### src/rtl/freq_meter_pkg.sv
// Shared types and defaults for the frequency meter.
package freq_meter_pkg;

    typedef enum logic {
        StIdle    = 1'b0,
        StMeasure = 1'b1
    } state_e;

    localparam int unsigned DefGateCycles = 50_000_000;
    localparam int unsigned DefCntW       = 27;

    function automatic int unsigned gate_cnt_w(input int unsigned cycles);
        return (cycles > 1) ? $clog2(cycles) : 1;
    endfunction

endpackage

### src/rtl/sync_edge_det.sv
// Three-flop synchronizer for an asynchronous input with a rising-edge strobe.
module sync_edge_det (
    input  logic clk_i,
    input  logic rst_i,
    input  logic async_i,
    output logic rise_o
);

    // sync_q[0] is the metastability catcher; rise is taken between stages 2 and 3.
    logic [2:0] sync_q;

    always_ff @(posedge clk_i) begin
        if (rst_i) begin
            sync_q <= '0;
        end else begin
            sync_q <= {sync_q[1:0], async_i};
        end
    end

    assign rise_o = sync_q[1] & ~sync_q[2];

endmodule

### src/rtl/freq_meter.sv
// Counts rising edges of an asynchronous input over a fixed gate window.
module freq_meter
    import freq_meter_pkg::*;
#(
    parameter int unsigned GATE_CYCLES = DefGateCycles,
    parameter int unsigned CNT_W       = DefCntW
) (
    input  logic             clock,
    input  logic             reset,
    input  logic             sig_in,
    input  logic             start,
    input  logic             continuous,
    output logic [CNT_W-1:0] freq_out,
    output logic             valid,
    output logic             busy,
    output logic             overflow
);

    localparam int unsigned       GateW    = gate_cnt_w(GATE_CYCLES);
    localparam logic [GateW-1:0]  GateLast = GateW'(GATE_CYCLES - 1);
    localparam logic [CNT_W-1:0]  EdgeMax  = '1;

    state_e           state_q, state_d;
    logic [GateW-1:0] gate_q, gate_d;
    logic [CNT_W-1:0] edge_q, edge_d, edge_nxt;
    logic             ovf_q, ovf_d, ovf_nxt;
    logic [CNT_W-1:0] freq_q, freq_d;
    logic             overflow_q, overflow_d;
    logic             valid_q, valid_d;
    logic             rise;

    sync_edge_det u_sync (
        .clk_i   (clock),
        .rst_i   (reset),
        .async_i (sig_in),
        .rise_o  (rise)
    );

    always_ff @(posedge clock) begin
        if (reset) begin
            state_q    <= StIdle;
            gate_q     <= '0;
            edge_q     <= '0;
            ovf_q      <= 1'b0;
            freq_q     <= '0;
            overflow_q <= 1'b0;
            valid_q    <= 1'b0;
        end else begin
            state_q    <= state_d;
            gate_q     <= gate_d;
            edge_q     <= edge_d;
            ovf_q      <= ovf_d;
            freq_q     <= freq_d;
            overflow_q <= overflow_d;
            valid_q    <= valid_d;
        end
    end

    // Saturating edge count including this cycle's rise; used both mid-window and at the end.
    always_comb begin
        edge_nxt = edge_q;
        ovf_nxt  = ovf_q;
        if (rise) begin
            if (edge_q == EdgeMax) begin
                ovf_nxt = 1'b1;
            end else begin
                edge_nxt = edge_q + 1'b1;
            end
        end
    end

    always_comb begin
        state_d    = state_q;
        gate_d     = gate_q;
        edge_d     = edge_q;
        ovf_d      = ovf_q;
        freq_d     = freq_q;
        overflow_d = overflow_q;
        valid_d    = 1'b0;
        unique case (state_q)
            StIdle: begin
                if (start || continuous) begin
                    state_d = StMeasure;
                    gate_d  = '0;
                    edge_d  = '0;
                    ovf_d   = 1'b0;
                end
            end
            StMeasure: begin
                if (gate_q == GateLast) begin
                    freq_d     = edge_nxt;
                    overflow_d = ovf_nxt;
                    valid_d    = 1'b1;
                    gate_d     = '0;
                    edge_d     = '0;
                    ovf_d      = 1'b0;
                    // Staying in StMeasure starts the next window with no dead cycle.
                    state_d    = continuous ? StMeasure : StIdle;
                end else begin
                    gate_d = gate_q + 1'b1;
                    edge_d = edge_nxt;
                    ovf_d  = ovf_nxt;
                end
            end
            default: state_d = StIdle;
        endcase
    end

    assign freq_out = freq_q;
    assign overflow = overflow_q;
    assign valid    = valid_q;
    assign busy     = (state_q == StMeasure);

endmodule

### config.mk
export PLATFORM = sky130hd
export DESIGN_NAME = freq_meter
export DESIGN_NICKNAME = d
export VERILOG_FILES = /design/src/rtl/freq_meter_pkg.sv /design/src/rtl/sync_edge_det.sv /design/src/rtl/freq_meter.sv
export SDC_FILE = /design/constraint.sdc
export NUM_CORES = 1
export LEC_CHECK = 0
export BUFFER_PORTS_ARGS = -buffer_cell sky130_fd_sc_hd__buf_2
export CAP_MARGIN = 20
export CELL_PAD_IN_SITES_DETAIL_PLACEMENT = 1
export CELL_PAD_IN_SITES_GLOBAL_PLACEMENT = 1
export CORE_AREA = 4 4 109 111
export DETAILED_ROUTE_END_ITERATION = 6
export DIE_AREA = 0 0 113 115
export GPL_ROUTABILITY_DRIVEN = 0
export PLACE_DENSITY_LB_ADDON = 0.1
export SYNTH_ARGS = -nofsm -noshare
export SYNTH_HDL_FRONTEND = slang
export SYNTH_HIERARCHICAL = 1
export SYNTH_SLANG_ARGS = --single-unit
### constraint.sdc
create_clock -name clock -period 2.3 [get_ports clock]
set_clock_uncertainty 0.15 [all_clocks]
set_input_delay 0.345 -clock clock [delete_from_list [all_inputs] [get_ports clock]]
set_output_delay 0.345 -clock clock [all_outputs]
set_load 0.01 [all_outputs]
* Word-level counts from Yosys, hierarchy flattened
Index checks and enable logic that the tools add are counted.
** Storage, ports and cells
- Flip-flop bits (word level) :: 87
- Output and inout port bits :: 30
** Operators by class
- Add/subtract/negate cells :: 2
- Equality and inequality tests :: 3
- Muxes and demuxes :: 18
- Bitwise operators :: 3
- Reductions and logical operators :: 3
** Operators with widths (count)
- $mux 27 :: 4
- $pmux 27 s2 :: 1
- $mux 26 :: 2
- $pmux 26 s2 :: 1
- $add 27x1->27 const B :: 1
- $eq 27x27->1 const B :: 1
- $add 26x1->26 const B :: 1
- $eq 26x26->1 const B :: 1
- $mux 1 :: 8
- $pmux 1 s2 :: 2
- $ne 2x2->1 const B :: 1
- $not 1->1 :: 2
- $reduce_and 2->1 :: 1
- $reduce_or 2->1 :: 1
- $and 1x1->1 :: 1
- $logic_or 1x1->1 :: 1

* Longest topological paths before layout
Gate-level depths: netlist of the first run.
- Word-level depth :: 5
- Gate-level depth with buffers :: 9
- Mapped depth without buffers :: 7

* Hierarchy
Netlist of the first run, hierarchy kept.
** By module, submodules not included
- freq_meter :: times used 1, cells each 515, area an instance 4337.9 sq um
- sync_edge_det :: times used 1, cells each 7, area an instance 87.6 sq um

* Worst setup path before layout of the first run
No wires, ideal clock.
- Kind :: register to register
- Start :: register gate_q[0]
- End :: register edge_q[7]
- Library setup time :: 121 ps
- Arrival :: 1911 ps
- Required time :: 2029 ps
- Setup slack :: 118 ps
- Cell stages (with the launch flop) :: 8
- Buffers on the path :: 1
- Period minus slack after synthesis :: 2182 ps
- Cell sequence :: dfxtp_1 ha_1 and4_2 nand2_4 o41ai_2 clkbuf_1 o21ai_1 mux2_2
** Between the ends
- Word-level cells in the longest chain between the ends :: 3
** RTL lines
- start: declaration :: line freq_meter.sv:24 : logic [GateW-1:0] gate_q, gate_d;
- start signal: assignment :: line freq_meter.sv:50 : gate_q <= gate_d;
- $eq 26x26->1 :: line freq_meter.sv:90 : if (gate_q == GateLast) begin
- $mux 27 :: line freq_meter.sv:90
- $pmux 27 s2 :: line freq_meter.sv:80 : unique case (state_q)
- end signal: assignment :: line freq_meter.sv:51 : edge_q <= edge_d;
- end: declaration :: line freq_meter.sv:25 : logic [CNT_W-1:0] edge_q, edge_d, edge_nxt;
Every way passes these cells.
A chain may end at the register's enable or synchronous reset.

* Final worst setup path of the first run
- Start :: register edge_q[18]
- End :: register freq_q[5], in the netlist freq_out[5]
** Between the ends
- Word-level cells in the longest chain between the ends :: 3
** RTL lines
- $eq 27x27->1 :: line freq_meter.sv:64 : if (edge_q == EdgeMax) begin
- $mux 27 :: line freq_meter.sv:64
- $mux 27 :: line freq_meter.sv:63 : if (rise) begin
- end signal: assignment :: line freq_meter.sv:53 : freq_q <= freq_d;
- end: declaration :: line freq_meter.sv:27 : logic [CNT_W-1:0] freq_q, freq_d;
Every way passes these cells.

==> results of run 1 <==
## Yosys cell counts (4+ instances only)
library cell,count
dfxtp_1,87
nor2_1,60
a21oi_1,39
nand2_1,33
o21ai_1,27
a211oi_1,25
nand3_1,22
nor3_1,21
xnor2_1,20
clkbuf_1,16
a31oi_1,15
nand4_1,11
o21ai_0,11
or3_1,11
a311oi_1,10
buf_2,10
nor4_1,8
and4_1,7
buf_4,6
inv_1,6
nor2b_1,6
nand4b_1,5
and2_1,4
and3_1,4
## metrics by stage
stage / util / hold WS (ns) / total power, mW / instance area (um^2) / instances
2_1_floorplan: - / 0.264 / 1.65 / 4430 / 522
4_1_cts: 0.484 / 0.0225 / 2.72 / 5230 / 735
3_5_place_dp: 0.468 / 0.279 / 1.71 / 5050 / 719
5_1_grt: 0.494 / 0.0303 / 2.81 / 5330 / 736
3_3_place_gp: 0.468 / 0.282 / 1.71 / 5050 / 719
6_report: 0.494 / 0.0374 / 2.69 / 5330 / 736
## sequential cells by signal, indices dropped and copies added, names as in the netlist
name	count
busy	1
edge_q	27
freq_out	27
gate_q	26
overflow	1
ovf_q	1
u_sync/sync_q	3
valid	1
## path summary, 6_finish.rpt
check,startpoint,end,slack [ns],cells past startpoint
hold / removal,sig_in,u_sync/sync_q[0],0.04,2
setup reg to reg,edge_q[18],freq_out[5],0.14,7
setup / recovery,edge_q[18],freq_out[5],0.14,7
hold reg to reg,u_sync/sync_q[0],u_sync/sync_q[1],0.30,1
## area by class of cell
| type | instances | area (um^2) |
|---|---|---|
| Fill cell | 1317 | 5470 |
| Clock inverter | 3 | 17.5 |
| Clock buffer | 13 | 159 |
| Inverter | 7 | 40.0 |
| Tap cell | 140 | 175 |
| Sequential cell | 87 | 1740 |
| Timing Repair Buffer | 93 | 663 |
| Multi-Input combinational cell | 393 | 2530 |
## kinds of logic (layout without fill, tap and decap cells)
group                    Yosys count  in the layout  share of synthesized area
XOR/XNOR                          23             23                     0.0455
AO/OA/AOI/OAI                    149            149                      0.219
flip-flops                        87             87                      0.394
AND/OR/NAND/NOR                  217            217                      0.281
multiplexers                       2              2                    0.00481
buffers and inverters             42            116                     0.0512
adder cells (fa/ha/maj)            2              2                    0.00565
## report_power, final
group | internal [mW] | total [mW] | switching [mW]
registers | 1.51 | 1.52 | 0.00601
logic | 0.0552 | 0.165 | 0.110
clock network | 0.450 | 1.01 | 0.561
total | 2.02 | 2.69 | 0.677
## critical path, cell delays in order, from the launching register on
cell and delay [ns]:
dfxtp_1 0.41, nand4_2 0.14, or3_1 0.43, o21ai_2 0.19, buf_4 0.21, nor2_1 0.09, xnor2_1 0.15, a211oi_1 0.27
## metal layers
layer / GRT usage / share of wire / wire length [um] / vias to the layer above
met5: 0 / 0 / 0 / -
met4: 0.0649 / 0.014 / 179 / 0
met3: 0.0253 / 0.026 / 341 / 11
met2: 0.355 / 0.49 / 6440 / 52
met1: 0.259 / 0.47 / 6150 / 2114
li1: - / - / - / 2060
==> results.md, run 1 <==
* Relative slew margins at 0.685
* Slew @ Worst Pin at 0.473 ns
* Min Tclk post-route at 2.16 ns
* Area delta synth->final at 20.4%
* Die Height at 115 um
* DIE AREA at 13000 um^2
* Cells after Synth at 522
* Gr ovfl total at 0
* Setup CP Type: reg2reg
* Post-DR wirelength/cell at 17.8 um
* Post-Synthesis Cell Area at 4430 um^2
* Asr flop ratio synth at 0
* Peak VDD IR at 0.000215 V
* Worst hold path type: in2reg
* Lkg Pwr at 1.95 nW
* Vias per std cell at 5.76
* CP endpoint kind: flip-flop
* Detailed-route via count at 4237
* DIE WIDTH at 113 um
* Root buf cell: clkbuf_8
* Largest net degree at the start of global routing at 44
* Status: finished, final reports clean
* Final hold violation count at 0
* WP data required at 2.42 ns
* Mean post-synth cell area at 8.48 um^2
* CTS tree: done
* Std-Cell Core Area at 10800 um^2
* Final WL at 13100 um
* Post-Syn Nets at 529
* Share of the synthesized area in the top cell type at 0.394
* Top cells by area, synth: dfxtp_1, nor2_1, a21oi_1, a211oi_1, xnor2_1
* # Max-Cap Violations at 0
* HPWL after detailed placement at 9380 um
* Final critical-path setup slack at 0.139 ns
* Layout cells sized above 1 at 0.248
* CTS Sinks at 87
* CTS Hold Buffers Added at 0
* Buffers inserted by post-CTS timing repair at 0
* Clock Latency Late Sink at 0.37 ns
* Drt pass-1 iters at 4
* Endpoints failing setup at 0
* I/O Pins at 35
* Vias in the first global route at 4245
* Port buffer count at 34
* Drt drc at 0
* Main flop type after synthesis: dfxtp_1
* Clock buffer count from CTS at 9
* Post-CTS sizing at 0
* Crit path launch type: flip-flop
* Post-synth EDFFs at 0
* Total GRT Usage at 0.202
* Most frequent cells in the layout: dfxtp_1, nor2_1, buf_4, a21oi_1, buf_2
* Clk buf depth at 2
* Sequential area share after synthesis at 0.394
* P per Cell Area at 505 nW/um^2
* Distinct cells, synth at 62
* Htree depth at 3
* # rows at 38
* Initial antenna violation count at 0
* N_diodes at 0
* Initial Util at 0.410
* Crit-path max FO at 12
* Worst-path clk slew at 0.09 ns
* Max Transition Viols Final at 0
* Unrepaired setup endpoints after global routing: true
* Dpl ws at 0.0588 ns
* Yosys warning count at 6
* Setup_tns at 0 ns
* Final ANT Viol Nets at 0
* Final Cycle Share at 0.939
* Yosys reg bits at 87
* Commonest non-fill, non-tap cell in the layout: dfxtp_1
* Peak Freq at 0.463 GHz
* Final nets at 598
* Leading area contributor after synthesis: dfxtp_1
* Data arrival time of the worst path at 2.28 ns
* Iteration-0 DRC Markers at 156
* First-pass GRT wire length at 21200 um
No activity file was read; power rests on OpenSTA's default activity.
==> run 2: changes to the inputs <==
--- a/config.mk
+++ b/config.mk
@@ -9,9 +9,9 @@
 export CAP_MARGIN = 20
 export CELL_PAD_IN_SITES_DETAIL_PLACEMENT = 1
 export CELL_PAD_IN_SITES_GLOBAL_PLACEMENT = 1
-export CORE_AREA = 4 4 109 111
+export CORE_AREA = 4 4 112 114
 export DETAILED_ROUTE_END_ITERATION = 6
-export DIE_AREA = 0 0 113 115
+export DIE_AREA = 0 0 116 118
 export GPL_ROUTABILITY_DRIVEN = 0
 export PLACE_DENSITY_LB_ADDON = 0.1
 export SYNTH_ARGS = -nofsm -noshare
==> results.md, run 2 (synthesis gave the netlist of run 1 again) <==
* Status: finished, final reports clean
* Pwr Total at 3.11 mW (+15%)
* First-pass GRT wire length at 22500 um (+6.1%)
* Critical path's largest stage delay at 0.37 ns (-0.06 ns)
* Detailed-route via count at 4365 (+3.0%)
* Final hold violation count at 0 (unchanged)
* RR Startpoint: gate_q[10]
* WP data required at 2.38 ns (-0.04 ns)
* Final WL at 14800 um (+13%)
* CTS Hold Buffers Added at 0 (unchanged)
* Die Height at 118 um (+2.6%)
* Worst hold path type: in2reg
* CTS Sinks at 87 (unchanged)
* Worst-path clk slew at 0.06 ns (-0.03 ns)
* P per Cell Area at 536 nW/um^2 (+6.0%)
* CTS tree: done
* Lkg Pwr at 2.21 nW (+13%)
* Max Transition Viols Final at 0 (unchanged)
* Iteration-0 DRC Markers at 215 (+38%)
* Crit-path max FO at 7 (-5)
* Post-DR wirelength/cell at 19.4 um (+9.1%)
* Commonest non-fill, non-tap cell in the layout: dfxtp_1
* Most frequent cells in the layout: dfxtp_1, buf_4, nor2_1, a21oi_1, buf_2
* Critical path, cell by cell: nor4b_2 -> nand2_2 -> o41ai_4 -> buf_4 -> clkdlybuf4s15_2 -> nor4_1 -> a21o_1
* Crit path launch type: flip-flop
* Peak VDD IR at 0.000373 V (+74%)
* Final ANT Viol Nets at 0 (unchanged)
* Final Cycle Share at 0.984 (+0.0441)
* Drt drc at 0 (unchanged)
* Port buffer count at 34 (unchanged)
* Beginning of the worst hold path: sig_in
* Setup_tns at 0 ns (unchanged)
* Final nets at 622 (+4.0%)
* Setup CP Type: reg2reg
* Relative slew margins at 0.536 (-0.148)
* Clock Latency Late Sink at 0.34 ns (-0.03 ns)
* Dpl ws at -0.0724 ns (-0.131 ns)
* Buf/Inv on CP at 2 (+1)
* Root buf cell: clkbuf_16
* Min Tclk post-route at 2.26 ns (+0.101 ns)
* Gr ovfl total at 0 (unchanged)
* Endpoints failing setup at 0 (unchanged)
* HPWL after detailed placement at 9220 um (-1.8%)
* Std-Cell Core Area at 11400 um^2 (+5.8%)
* Initial Util at 0.388 (-0.0225)
* Layout cells sized above 1 at 0.306 (+0.0581)
* I/O Pins at 35 (unchanged)
* Htree depth at 3 (unchanged)
* # Max-Cap Violations at 0 (unchanged)
* CP endpoint kind: flip-flop
* Slew @ Worst Pin at 0.696 ns (+0.222 ns)
* Cell at the slowest stage of the critical path: nor4b_2
* Initial antenna violation count at 0 (unchanged)
* Vias per std cell at 5.72 (-0.62%)
* Vias in the first global route at 4485 (+5.7%)
* Total GRT Usage at 0.204 (+0.00165)
* DIE AREA at 13700 um^2 (+5.3%)
* # rows at 39 (+2.6%)
* Final critical-path setup slack at 0.0378 ns (-0.101 ns)
* CP Launch Point: gate_q[10]
* Largest net degree at the start of global routing at 57 (+30%)
* Drt pass-1 iters at 5 (+1)
* Peak Freq at 0.442 GHz (-4.5%)
* Clk buf depth at 2 (unchanged)
* Area delta synth->final at 31.1%
* DIE WIDTH at 116 um (+2.7%)
* Clock buffer count from CTS at 9 (unchanged)
* Data arrival time of the worst path at 2.35 ns (+0.07 ns)
* N_diodes at 0 (unchanged)
* CP top delay family: simple AND/OR/NAND/NOR gates
## run 2: path summary, 6_finish.rpt
path / to / slack [ns] / depth (start not counted)
worst max-delay path: edge_q[21] / 0.04 / 7
worst min-delay path: u_sync/sync_q[0] / 0.06 / 2
worst max register to register: edge_q[21] / 0.04 / 7
worst min register to register: u_sync/sync_q[1] / 0.31 / 1
## run 2: final cells by class
cell class	instances	area (um^2)
clock buffers	16	272
inverters	7	40.0
fillers	1373	5620
well taps	143	179
flip-flops and latches	87	1750
multi-input cells	393	2690
repair buffers	117	876
## run 2: power breakdown
group / internal [mW] / total (mW) / switching, mW
sequential: 1.51 / 1.52 / 0.00375
clock: 0.795 / 1.40 / 0.604
combinational: 0.0675 / 0.193 / 0.126
total: 2.37 / 3.11 / 0.733
## run 2: layer usage
| layer | part of all wire | global-route usage | up-vias | wire, um |
|---|---|---|---|---|
| met1 | 0.48 | 0.283 | 2167 | 7150 |
| met2 | 0.48 | 0.325 | 70 | 7080 |
| met3 | 0.028 | 0.0283 | 10 | 417 |
| met5 | 0 | 0 | - | 0 |
| met4 | 0.012 | 0.0624 | 0 | 173 |
| li1 | - | - | 2118 | - |
## run 2: stage by stage
stage          cell area, um^2  utilization  std cells  hold slack [ns]
3_3_place_gp              5160        0.452        736            0.303
5_1_grt                   5800        0.508        763           0.0783
2_1_floorplan             4430            -        522            0.264
6_report                  5800        0.508        763           0.0635
3_5_place_dp              5160        0.452        736            0.302
4_1_cts                   5440        0.476        752           0.0644
## run 2: worst reg2reg max path, cell delays in order (launching register included)
cell and delay (ns):
dfxtp_1 0.36, nor4b_2 0.37, nand2_2 0.22, o41ai_4 0.32
buf_4 0.19, clkdlybuf4s15_2 0.30, nor4_1 0.08, a21o_1 0.16
## run 2: what timing repair did
item	4_1_cts	5_1_grt
gates resized for setup	3	52
endpoints found under the setup margin	14	63
setup buffers	0	6
gates cloned	0	5
pin swaps	0	14
==> run 3: changes to the inputs <==
--- a/config.mk
+++ b/config.mk
@@ -9,11 +9,12 @@
 export CAP_MARGIN = 20
 export CELL_PAD_IN_SITES_DETAIL_PLACEMENT = 1
 export CELL_PAD_IN_SITES_GLOBAL_PLACEMENT = 1
-export CORE_AREA = 4 4 112 114
+export CORE_AREA = 4 4 118 120
 export DETAILED_ROUTE_END_ITERATION = 6
-export DIE_AREA = 0 0 116 118
+export DIE_AREA = 0 0 122 124
 export GPL_ROUTABILITY_DRIVEN = 0
 export PLACE_DENSITY_LB_ADDON = 0.1
+export RECOVER_POWER = 100
 export SYNTH_ARGS = -nofsm -noshare
 export SYNTH_HDL_FRONTEND = slang
 export SYNTH_HIERARCHICAL = 1
==> results.md, run 3 (synthesis gave the netlist of run 1 again) <==
* Relative slew margins at 0.396 (-0.141)
* Initial antenna violation count at 0 (unchanged)
* Beginning of the worst hold path: sig_in
* Crit path launch type: flip-flop
* WP data required at 2.40 ns (+0.02 ns)
* Clock power frac at 0.465 (+0.015)
* Worst hold path type: in2reg
* Final ANT Viol Nets at 0 (unchanged)
* Part of the power in combinational logic at 0.059 (-0.003)
* CTS Hold Buffers Added at 0 (unchanged)
* Final nets at 605 (-2.7%)
* Detailed-route via count at 4219 (-3.3%)
* Switching part of the total at 0.232 (-0.00377)
* Initial Util at 0.341 (-0.0466)
* Vias in the first global route at 4338 (-3.3%)
* # rows at 42 (+7.7%)
* Slew @ Worst Pin at 0.907 ns (+0.211 ns)
* Clock buffer count from CTS at 9 (unchanged)
* Final Cycle Share at 0.964 (-0.0198)
* Most frequent cells in the layout: dfxtp_1, nor2_1, buf_4, a21oi_1, clkbuf_1
* # Max-Cap Violations at 0 (unchanged)
* Psw at 0.740 mW (+0.94%)
* CP top delay family: simple AND/OR/NAND/NOR gates
* DIE WIDTH at 122 um (+5.2%)
* Layout cells sized above 1 at 0.201 (-0.106)
* CTS tree: done
* Iteration-0 DRC Markers at 136 (-37%)
* Peak VDD IR at 0.000283 V (-24%)
* RR Startpoint: gate_q[10]
* CTS Sinks at 87 (unchanged)
* Clk buf depth at 2 (unchanged)
* Vias per std cell at 5.42 (-5.3%)
* Die Height at 124 um (+5.1%)
* Final hold violation count at 0 (unchanged)
* Gr ovfl total at 0 (unchanged)
* CP Launch Point: gate_q[10]
* Area delta synth->final at 24.1%
* Non-filler cells, final at 779 (+2.1%)
* Final critical-path setup slack at 0.0833 ns (+0.0454 ns)
* HPWL after detailed placement at 9220 um (unchanged)
* Std-Cell Core Area at 13000 um^2 (+14%)
* Drt pass-1 iters at 4 (-1)
* Lkg Pwr at 1.91 nW (-13%)
* First-pass GRT wire length at 21600 um (-4.0%)
* Crit-path max FO at 37 (+30)
* Port buffer count at 34 (unchanged)
* Post-DR wirelength/cell at 17.3 um (-11%)
* DIE AREA at 15100 um^2 (+11%)
* Commonest non-fill, non-tap cell in the layout: dfxtp_1
* Dpl ws at 0.0351 ns (+0.107 ns)
* Endpoints failing setup at 0 (unchanged)
* Worst-path clk slew at 0.07 ns (about the same)
* Filler cells at 1569 (+14%)
* Min Tclk post-route at 2.22 ns (-0.0454 ns)
* P_int at 2.45 mW (+3.1%)
* Critical path, cell by cell: nor4b_1 -> nand2_1 -> nor4_2 -> and2_1 -> buf_12 -> nor2_1 -> a211oi_1
* Setup CP Type: reg2reg
* CP endpoint kind: flip-flop
* Cell at the slowest stage of the critical path: dfxtp_1
* N_diodes at 0 (unchanged)
* Total GRT Usage at 0.181 (-0.0228)
* Root buf cell: clkbuf_16
* Status: finished, final reports clean
* P per Cell Area at 580 nW/um^2 (+8.4%)
* Critical path's largest stage delay at 0.36 ns (about the same)
* Htree depth at 3 (unchanged)
* Setup_tns at 0 ns (unchanged)
* Post-Place Cells at 757 (+2.9%)
* Largest net degree at the start of global routing at 52 (-8.8%)
* I/O Pins at 35 (unchanged)
* Sequential Power Share at 0.476 (-0.012)
* Buf/Inv on CP at 1 (-1)
* Drt drc at 0 (unchanged)
* Peak Freq at 0.451 GHz (+2.0%)
* Data arrival time of the worst path at 2.32 ns (-0.03 ns)
* Pwr Total at 3.19 mW (+2.6%)
* Max Transition Viols Final at 0 (unchanged)
* Final WL at 13400 um (-9.3%)
* Clock Latency Late Sink at 0.35 ns (about the same)
[run 3: worst reg2reg max path: stages (launching register included)]
cell	delay, ns
dfxtp_1	0.36
nor4b_1	0.34
nand2_1	0.24
nor4_2	0.25
and2_1	0.24
buf_12	0.22
nor2_1	0.09
a211oi_1	0.23
[run 3: area by class of cell]
type,instances,area [um^2],share of cell area
Clock buffer,12,246,0.0449
Sequential cell,87,1750,0.318
Multi-Input combinational cell,393,2510,0.457
Tap cell,176,220,0.0401
Inverter,7,40.0,0.00729
Clock inverter,4,45.0,0.00820
Timing Repair Buffer,100,683,0.124
[run 3: through the flow]
| step | area, um^2 | util | hold slack, ns |
|---|---|---|---|
| finish | 5490 | 0.423 | 0.0737 |
| global route | 5490 | 0.423 | 0.0855 |
| CTS | 5420 | 0.417 | 0.0722 |
| detailed placement | 5120 | 0.395 | 0.284 |
| global placement | 5120 | 0.395 | 0.280 |
| floorplan | 4430 | - | 0.264 |
[run 3: what timing repair did]
action / CTS / global route
buffers inserted: 0 / 3
setup endpoints to repair: 0 / 44
resized for setup: 0 / 21
[run 3: per-layer routing]
layer | wire [um] | vias up | track usage | share of wire
li1 | - | 2094 | - | -
met1 | 6160 | 2070 | 0.219 | 0.46
met2 | 6790 | 39 | 0.325 | 0.51
met3 | 237 | 16 | 0.0241 | 0.018
met4 | 256 | 0 | 0.0728 | 0.019
met5 | 0 | - | 0 | 0
[run 3: power groups by stage]
stage                     clock network [mW]  logic (mW)  registers [mW]
after floorplan                            0       0.104            1.55
after global placement                     0       0.169            1.55
after detailed placement                   0       0.172            1.55
after CTS                               1.52       0.173            1.52
after global routing                    1.58       0.205            1.52
final                                   1.48       0.188            1.52
[run 3: path summary, 6_finish.rpt]
| check | to | slack [ns] | cells past startpoint |
|---|---|---|---|
| hold / removal | u_sync/sync_q[0] | 0.07 | 2 |
| hold reg to reg | u_sync/sync_q[1] | 0.29 | 1 |
| setup reg to reg | freq_out[5] | 0.08 | 7 |
| setup / recovery | freq_out[5] | 0.08 | 7 |
